[src/rtl/uart_rx_oversample.sv]
// Purpose : oversampling UART receiver (16x tick, start-bit validation, framing/break detection).
// Latency : rx pin -> rxs 2 clk; rx_valid/rx_data and status pulses register 1 clk after the stop sample tick.
// Backpres: one-entry valid/ready holding register; a new byte arriving while full is dropped and flagged on overrun.
//
// Ports:
//   clk, rst_n          system clock, asynchronous active-low reset
//   dvsr[15:0]          tick divisor, one 16x tick every dvsr+1 clocks
//   rx                  asynchronous serial input, idle high
//   rx_data/rx_valid    received byte (right-justified) and holding-register full flag
//   rx_ready            consumer accepts rx_data when rx_valid & rx_ready
//   frame_err/brk       one-cycle pulses: stop bit low with data / all-zero frame with stop low
//   overrun             one-cycle pulse: good byte dropped, holding register was full
//   busy                receiver FSM is not idle
module uart_rx_oversample #(
  parameter int DBIT_WIDTH = 8,
  parameter int SB_TICK    = 16
) (
  input  logic                  clk,
  input  logic                  rst_n,
  input  logic [15:0]           dvsr,
  input  logic                  rx,
  output logic [DBIT_WIDTH-1:0] rx_data,
  output logic                  rx_valid,
  input  logic                  rx_ready,
  output logic                  frame_err,
  output logic                  brk,
  output logic                  overrun,
  output logic                  busy
);

  // The per-state tick counter must reach SB_TICK-1 in STOP, which exceeds
  // 15 for 1.5 / 2 stop-bit configurations.
  localparam int SW = (SB_TICK > 16) ? $clog2(SB_TICK) : 4;
  localparam int NW = (DBIT_WIDTH > 1) ? $clog2(DBIT_WIDTH) : 1;

  typedef enum logic [2:0] {
    ST_IDLE  = 3'd0,
    ST_START = 3'd1,
    ST_DATA  = 3'd2,
    ST_STOP  = 3'd3,
    ST_WAIT  = 3'd4
  } state_t;

  state_t                state, state_nxt;
  logic [SW-1:0]         s, s_nxt;
  logic [NW-1:0]         n, n_nxt;
  logic [DBIT_WIDTH-1:0] sh, sh_nxt;
  logic [15:0]           cnt;
  logic                  tick;
  logic                  rx_meta, rxs;
  logic                  deliver, fe_det, brk_det;

  // ---------------------------------------------------------------------------
  // Two-flop synchronizer; resets to the idle (high) line level so that reset
  // release never looks like a start edge.
  // ---------------------------------------------------------------------------
  always_ff @(posedge clk or negedge rst_n) begin
    if (!rst_n) begin
      rx_meta <= 1'b1;
      rxs     <= 1'b1;
    end else begin
      rx_meta <= rx;
      rxs     <= rx_meta;
    end
  end

  // ---------------------------------------------------------------------------
  // Baud tick generator. Held at zero while idle so the first START tick lands
  // exactly dvsr+1 clocks after START entry, keeping the mid-bit sample point
  // aligned to the detected falling edge. The >= compare lets a lowered dvsr
  // take effect mid-frame instead of counting all the way round.
  // ---------------------------------------------------------------------------
  assign tick = (state != ST_IDLE) && (cnt >= dvsr);

  always_ff @(posedge clk or negedge rst_n) begin
    if (!rst_n) begin
      cnt <= 16'd0;
    end else if (state == ST_IDLE || tick) begin
      cnt <= 16'd0;
    end else begin
      cnt <= cnt + 16'd1;
    end
  end

  // ---------------------------------------------------------------------------
  // Receiver FSM: state register
  // ---------------------------------------------------------------------------
  always_ff @(posedge clk or negedge rst_n) begin
    if (!rst_n) begin
      state <= ST_IDLE;
      s     <= '0;
      n     <= '0;
      sh    <= '0;
    end else begin
      state <= state_nxt;
      s     <= s_nxt;
      n     <= n_nxt;
      sh    <= sh_nxt;
    end
  end

  // ---------------------------------------------------------------------------
  // Receiver FSM: next state and frame-end decisions
  // ---------------------------------------------------------------------------
  always_comb begin
    state_nxt = state;
    s_nxt     = s;
    n_nxt     = n;
    sh_nxt    = sh;
    deliver   = 1'b0;
    fe_det    = 1'b0;
    brk_det   = 1'b0;

    case (state)
      ST_IDLE: begin
        if (!rxs) begin
          state_nxt = ST_START;
          s_nxt     = '0;
        end
      end

      ST_START: begin
        if (tick) begin
          // Half a bit in: a line that is high again was only a glitch.
          if (s == SW'(7)) begin
            if (rxs) begin
              state_nxt = ST_IDLE;
            end else begin
              state_nxt = ST_DATA;
              s_nxt     = '0;
              n_nxt     = '0;
            end
          end else begin
            s_nxt = s + 1'b1;
          end
        end
      end

      ST_DATA: begin
        if (tick) begin
          if (s == SW'(15)) begin
            s_nxt  = '0;
            // LSB arrives first; shifting right leaves it in bit 0 at the end.
            sh_nxt = {rxs, sh[DBIT_WIDTH-1:1]};
            if (n == NW'(DBIT_WIDTH - 1)) begin
              state_nxt = ST_STOP;
            end else begin
              n_nxt = n + 1'b1;
            end
          end else begin
            s_nxt = s + 1'b1;
          end
        end
      end

      ST_STOP: begin
        if (tick) begin
          if (s == SW'(SB_TICK - 1)) begin
            s_nxt = '0;
            if (rxs) begin
              deliver   = 1'b1;
              state_nxt = ST_IDLE;
            end else if (sh == '0) begin
              brk_det   = 1'b1;
              state_nxt = ST_WAIT;
            end else begin
              fe_det    = 1'b1;
              state_nxt = ST_WAIT;
            end
          end else begin
            s_nxt = s + 1'b1;
          end
        end
      end

      ST_WAIT: begin
        // A held-low line must not be taken for a fresh start bit.
        if (rxs) begin
          state_nxt = ST_IDLE;
        end
      end

      default: begin
        state_nxt = ST_IDLE;
      end
    endcase
  end

  // ---------------------------------------------------------------------------
  // Holding register and status pulses. A delivery in the same cycle as a
  // consumer accept refills the register rather than dropping the byte.
  // ---------------------------------------------------------------------------
  always_ff @(posedge clk or negedge rst_n) begin
    if (!rst_n) begin
      rx_data   <= '0;
      rx_valid  <= 1'b0;
      frame_err <= 1'b0;
      brk       <= 1'b0;
      overrun   <= 1'b0;
    end else begin
      frame_err <= fe_det;
      brk       <= brk_det;
      overrun   <= deliver && rx_valid && !rx_ready;
      if (deliver && (!rx_valid || rx_ready)) begin
        rx_data  <= sh;
        rx_valid <= 1'b1;
      end else if (rx_valid && rx_ready) begin
        rx_valid <= 1'b0;
      end
    end
  end

  assign busy = (state != ST_IDLE);

endmodule

[config.mk]
export PLATFORM = sky130hd
export DESIGN_NAME = uart_rx_oversample
export DESIGN_NICKNAME = d
export VERILOG_FILES = /design/src/rtl/uart_rx_oversample.sv
export SDC_FILE = /design/constraint.sdc
export NUM_CORES = 1
export LEC_CHECK = 0
export CORE_UTILIZATION = 35
export CTS_CLUSTER_SIZE = 14
export DETAILED_ROUTE_END_ITERATION = 7
export DONT_BUFFER_PORTS = 1
export GPL_ROUTABILITY_DRIVEN = 1
export PLACE_DENSITY = 0.5
export SYNTH_ARGS = -nofsm -noshare
export SYNTH_HDL_FRONTEND = slang
export SYNTH_SLANG_ARGS = --single-unit
[constraint.sdc]
create_clock -name clk -period 2.99 [get_ports clk]
set_input_delay 0.1495 -clock clk [delete_from_list [all_inputs] [get_ports clk]]
set_output_delay 0.1495 -clock clk [all_outputs]
set_load 0.01 [all_outputs]
==> results of run 1 <==
-- power groups by stage --
stage               clock network (uW)  registers [uW]  logic (uW)
floorplan                            0             733         172
global placement                     0             752         193
detailed placement                   0             752         194
CTS                                506             739         215
global route                       531             745         242
finish                             481             738         210
-- kinds of logic (layout without fill, tap and decap cells) --
group,Yosys count,count (layout),share of synthesized area
compound gates,28,28,0.0797
mux,21,21,0.0977
flops,48,48,0.446
xor+xnor,15,15,0.0486
buf+inv,28,35,0.0431
simple gates,92,92,0.193
fa+ha+maj,20,20,0.0926
-- cell type report --
| cell class | count | area [um^2] | share of cell area |
|---|---|---|---|
| Sequential cell | 48 | 1200 | 0.405 |
| Tap cell | 99 | 124 | 0.0416 |
| Multi-Input combinational cell | 176 | 1380 | 0.464 |
| Clock buffer | 5 | 68.8 | 0.0231 |
| Inverter | 21 | 80.1 | 0.0269 |
| Timing Repair Buffer | 6 | 70.1 | 0.0235 |
| Clock inverter | 3 | 47.5 | 0.0160 |
-- worst max-delay path: cells and delay by family (launching register included) --
family | cells | cell delay (ns)
and+or+nand+nor | 5 | 1.51
DFF | 1 | 0.46
muxes | 1 | 0.39
adders and majority gates | 1 | 0.34
-- sequential cells by signal (all words and copies together), names as in the netlist --
| register | count |
|---|---|
| brk | 1 |
| cnt | 16 |
| rx_valid | 1 |
| overrun | 1 |
| rxs | 1 |
| rx_data | 8 |
| frame_err | 1 |
| s | 4 |
| state | 3 |
| rx_meta | 1 |
| sh | 8 |
| n | 3 |
-- repair_timing --
action | CTS | global route
hold endpoints to repair | 49 | 0
setup endpoints to repair | 0 | 0
hold buffers | 3 | 0
-- cell usage in the layout (no fill, tap or decap), drive strengths merged, types with 8 or more instances in the layout --
master,Yosys,routed
nand3,9,9
a21oi,8,8
nand2,17,17
xor2,8,8
ha,20,20
mux2,19,19
dfrtp,46,46
nor2,28,28
inv,20,20
-- cells in the mapped netlist (4+ instances only) --
master    count
mux2_1        8
mux2_4        8
inv_1        20
nor3_1        6
nand4_1       4
dfrtp_1      46
and3_1        4
nor2_1       28
xnor2_1       7
a21o_1        4
nand3_1       9
a21oi_1       8
nand2_1      16
ha_1         20
xor2_1        8
nor4_1        5
clkbuf_1      4
-- through the flow --
step	setup slack, ns	hold WS, ns	power (uW)	std cells	area [um^2]
2_1_floorplan	0.443	-0.146	905	252	2700
3_3_place_gp	0.234	-0.144	945	347	2810
3_5_place_dp	0.181	-0.144	946	347	2810
4_1_cts	0.156	0.171	1460	358	2980
5_1_grt	0.0613	0.170	1520	358	2980
6_report	0.186	0.187	1430	358	2980
-- worst min path at each step --
stage,startpoint,to,slack [ns],depth (start not counted)
after CTS,rx_ready,rx_valid$_DFFE_PN0P_,0.17,2
after global routing,rx_ready,rx_valid$_DFFE_PN0P_,0.17,2
after floorplan,rst_n,brk$_DFF_PN0_,-0.15,0
final,rx_ready,rx_valid$_DFFE_PN0P_,0.19,2
after global placement,rst_n,n[2]$_DFFE_PN0P_,-0.14,0
after detailed placement,rst_n,n[2]$_DFFE_PN0P_,-0.14,0
-- routing by layer --
metal / up-vias / track usage
met5: - / 0
met4: 0 / 0.0403
met3: 6 / 0.0381
met2: 33 / 0.188
met1: 856 / 0.181
li1: 898 / -
==> impl_metrics.tcl, run 1 <==
set metrics [dict create \
    status "finished, final reports clean" \
    skew_ns 0.0103 \
    coreArea_um2 7370 \
    drv_cap 0 \
    track_usage 0.128 \
    cts_buffers 5 \
    fin_util 0.404 \
    power.share.clock 0.337 \
    drtIter0Drc 58 \
    worst_pin_slew_ns 0.553 \
    dpl.hpwl_mm 3.55 \
    path_class "register to register" \
    die_x_um 89.9 \
    critPathMaxStageDelay_ns 0.79 \
    ir_drop_mv 0.213 \
    htree_levels 2 \
    worstPathArrival_ns 3.00 \
    synth_cells 252 \
    wl_met1_mm 2.50 \
    finish.net_count 298 \
    post-route-period-util 0.938 \
    root_buffer "clkbuf_8" \
    routabilityCongestion 0.780 \
    post_cts_buffers 0 \
    period_minus_slack_ns 2.80 \
    fmax_ghz 0.357 \
    clk_pin_slew_ns 0.10 \
    crit_fanout 8 \
    cts_tree "built" \
    rows 31 \
    crit_chain "ha_1, and4_4, nand2_4, nor4_4, nor3_4, or4b_1, mux2_4" \
    via_per_inst 5.01 \
    synth_top_cell_by_area "dfrtp_1" \
    seq_power_share 0.517 \
    synth_area_per_cell_um2 10.7 \
    clk_latency_ns 0.31 \
    p_sw_uw 388 \
    worstReg2RegStart "cnt[11]$_DFF_PN0_" \
    route.top_layer_used "met4" \
    required_ns 3.19 \
    drc 0 \
    syn_to_final_growth_pct 10.1 \
    ys_ff_latch 48 \
    setup-tns-final_ns 0 \
    port_buffers 0 \
    grt-ovfl-total 0 \
    design.die.area_um2 8070 \
    setup_viol 0 \
    crit_path_end "rx_data[7]$_DFFE_PN0P_" \
    synth-edff-count 0 \
    yosys_warnings 0 \
    clock-sinks 48 \
    dr_wl_met3_um 208 \
    antenna_found_initial 0 \
    comb_power_share 0.147 \
    cp_slowest_cell "or4b_1" \
    netlist_area_um2 2700 \
    synthTopCellsByArea "dfrtp_1, ha_1, mux2_4" \
    grt_first_pass_wirelength_mm 8.34 \
    drive_gt1_frac 0.143 \
    synth_nets 292 \
    num_io_pins 33 \
    p_leak_uw 0.00152 \
    drv_slew 0 \
    slew_headroom 0.630 \
    startpoint "cnt[11]$_DFF_PN0_" \
    cp-start-kind "register" \
    nFillCells 733 \
    rsz0062_at_grt "false" \
    wire_per_inst_um 13.7 \
    reg2reg_depth 7 \
    synth_top_area_share 0.426 \
    grt_max_degree 49 \
    die_h_um 89.9 \
    timing.rr.end "rx_data[7]$_DFFE_PN0P_" \
    grt_pass1_vias 1678 \
    wl_met2_mm 2.12 \
    ys.flop_type "dfrtp_1" \
    hold_class "input pin to register" \
    routed_wl_mm 4.90 \
    finalHoldViolCount 0 \
    synthArstFlopShare 1.00 \
    reg2reg_slack_ns 0.19 \
    pwr_density_cell_nw_per_um2 480 \
    cts.repair.resized 0 \
    route.vias.total 1793 \
    cts_buffer_depth 2 \
    start_util 0.367 \
    internal-power_uw 1040 \
    ys_types 51 \
    ant_nets 0 \
    yosysSeqAreaShare 0.446 \
    drt-pass1-iter-count 4 \
    worstSetupEndpointType "register" \
    swShare 0.272 \
    diodes 0 \
]
Power figures use the tool's default switching activity.
==> run 2, diff against run 1 <==
Clock period 2.99 ns to 3.25 ns, I/O delays scaled along.
==> run 2 against run 1 <==
  * Register-to-register slack better by 0.26 ns
  * Sequential share of layout area up 0.10 points
  * Critical path type unchanged
  * Critical path depth unchanged
  * Maximum frequency up 0.13%
  * Power down 7.6%
  * First-iteration DRC count up 40%
  * Clock skew down 0.0013 ns
  * Core utilization down 0.10 points
  * Clock power down 7.3%
  * Via count down 2.0%
  * Clock-buffer cell count unchanged
==> impl_metrics.tcl, run 2 (same netlist as run 1, synthesis figures left out) <==
set metrics [dict create \
    crit_fanout 8 \
    p_leak_uw 0.00151 \
    dpl-instance-area_um2 2800 \
    cts_buffer_depth 2 \
    post-route-period-util 0.862 \
    use_met3 0.0389 \
    cp-start-kind "register" \
    cts.repair.resized 0 \
    hold_class "input pin to register" \
    status "finished, final reports clean" \
    routabilityCongestion 0.779 \
    start_util 0.367 \
    setup_viol 0 \
    num_io_pins 33 \
    rows 31 \
    dp.cells 346 \
    drc 0 \
    design.die.area_um2 8070 \
    grt.busiest_layer "met1" \
    reg.largest.list "cnt: 16 flops, rx_data: 8 flops, sh: 8 flops" \
    finalHoldViolCount 0 \
    final_area_um2 2970 \
    post_cts_buffers 0 \
    clk_pin_slew_ns 0.10 \
    cts_tree "built" \
    largest_reg_flops 16 \
    ir_drop_mv 0.158 \
    via_per_inst 4.92 \
    layout_common_cells "dfrtp_1, nor2_1, inv_1, ha_1, nand2_1" \
    die_x_um 89.9 \
    required_ns 3.44 \
    use_met1 0.199 \
    coreArea_um2 7370 \
    ant_nets 0 \
    port_buffers 0 \
    cts_buffers 5 \
    track_usage 0.131 \
    diodes 0 \
    nFillCells 739 \
    drtIter0Drc 81 \
    root_buffer "clkbuf_8" \
    route.vias.total 1758 \
    grt_max_degree 49 \
    drive_gt1_frac 0.140 \
    die_h_um 89.9 \
    finish.net_count 297 \
    dpl.hpwl_mm 3.53 \
    htree_levels 2 \
    grt_first_pass_wirelength_mm 8.47 \
    wire_per_inst_um 13.7 \
    worstPathArrival_ns 2.99 \
    path_class "register to register" \
    skew_ns 0.00898 \
    grt-ovfl-total 0 \
    cts_hold_buffers 3 \
    slew_headroom 0.599 \
    drv_slew 0 \
    fmax_ghz 0.357 \
    clk_latency_ns 0.30 \
    drt-pass1-iter-count 4 \
    clock-sinks 48 \
    use_met2 0.180 \
    instances_no_fill 357 \
    antenna_found_initial 0 \
    period_minus_slack_ns 2.80 \
    worst_pin_slew_ns 0.597 \
    layout_commonest_cell "dfrtp_1" \
    drv_cap 0 \
    routed_wl_mm 4.91 \
    worstSetupEndpointType "register" \
    grt_pass1_vias 1696 \
    rsz0062_at_grt "false" \
    top_register "cnt" \
    syn_to_final_growth_pct 9.87 \
    setup-tns-final_ns 0 \
    pwr_density_cell_nw_per_um2 445 \
]
[run 2: changes by cell type in the layout (fill, tap and decap cells not counted), sizes merged]
| cell | before | now |
|---|---|---|
| buf | 4 | 3 |
[run 2: worst paths after layout]
path                                        start                      to  slack, ns  depth (start not counted)
max in group asynchronous                   rst_n       rx_meta$_DFF_PN1_       2.62                          2
worst min register to register  rx_meta$_DFF_PN1_           rxs$_DFF_PN1_       0.36                          0
worst max register to register  cnt[11]$_DFF_PN0_  rx_data[6]$_DFFE_PN0P_       0.45                          7
min in group asynchronous                   rst_n     frame_err$_DFF_PN0_       0.37                          2
worst min-delay path                     rx_ready    rx_valid$_DFFE_PN0P_       0.20                          2
worst max-delay path            cnt[11]$_DFF_PN0_  rx_data[6]$_DFFE_PN0P_       0.45                          7
[run 2: routing by layer]
metal	vias to the layer above	wire length, um
met4	0	32
met5	-	0
met3	2	177
met1	837	2590
li1	889	-
met2	30	2100
[run 2: layout make-up]
| type | count | area [um^2] | share of cell area |
|---|---|---|---|
| Clock buffer | 5 | 68.8 | 0.0232 |
| Clock inverter | 3 | 47.5 | 0.0160 |
| Sequential cell | 48 | 1200 | 0.406 |
| Timing Repair Buffer | 5 | 62.6 | 0.0211 |
| Multi-Input combinational cell | 176 | 1380 | 0.465 |
| Tap cell | 99 | 124 | 0.0417 |
| Inverter | 21 | 80.1 | 0.0270 |
[run 2: through the flow]
stage | setup slack, ns | utilization | hold slack, ns | total power (uW)
finish | 0.449 | 0.403 | 0.196 | 1320
global route | 0.311 | 0.403 | 0.188 | 1410
CTS | 0.416 | 0.403 | 0.190 | 1350
detailed placement | 0.429 | 0.380 | -0.131 | 874
global placement | 0.492 | 0.380 | -0.131 | 869
floorplan | 0.703 | - | -0.133 | 832
[run 2: report_power, final]
part	total, uW	leakage [uW]	switching (uW)	internal [uW]
Sequential	679	0.000642	46.9	632
Clock	446	0.0000583	214	232
Combinational	196	0.000813	102	93.6
[run 2: critical path: stages (launching register included)]
cell and delay (ns):
dfrtp_1 0.46, ha_1 0.34, and4_4 0.23, nand2_4 0.07, nor4_4 0.34, nor3_4 0.08
or4b_1 0.79, mux2_4 0.38
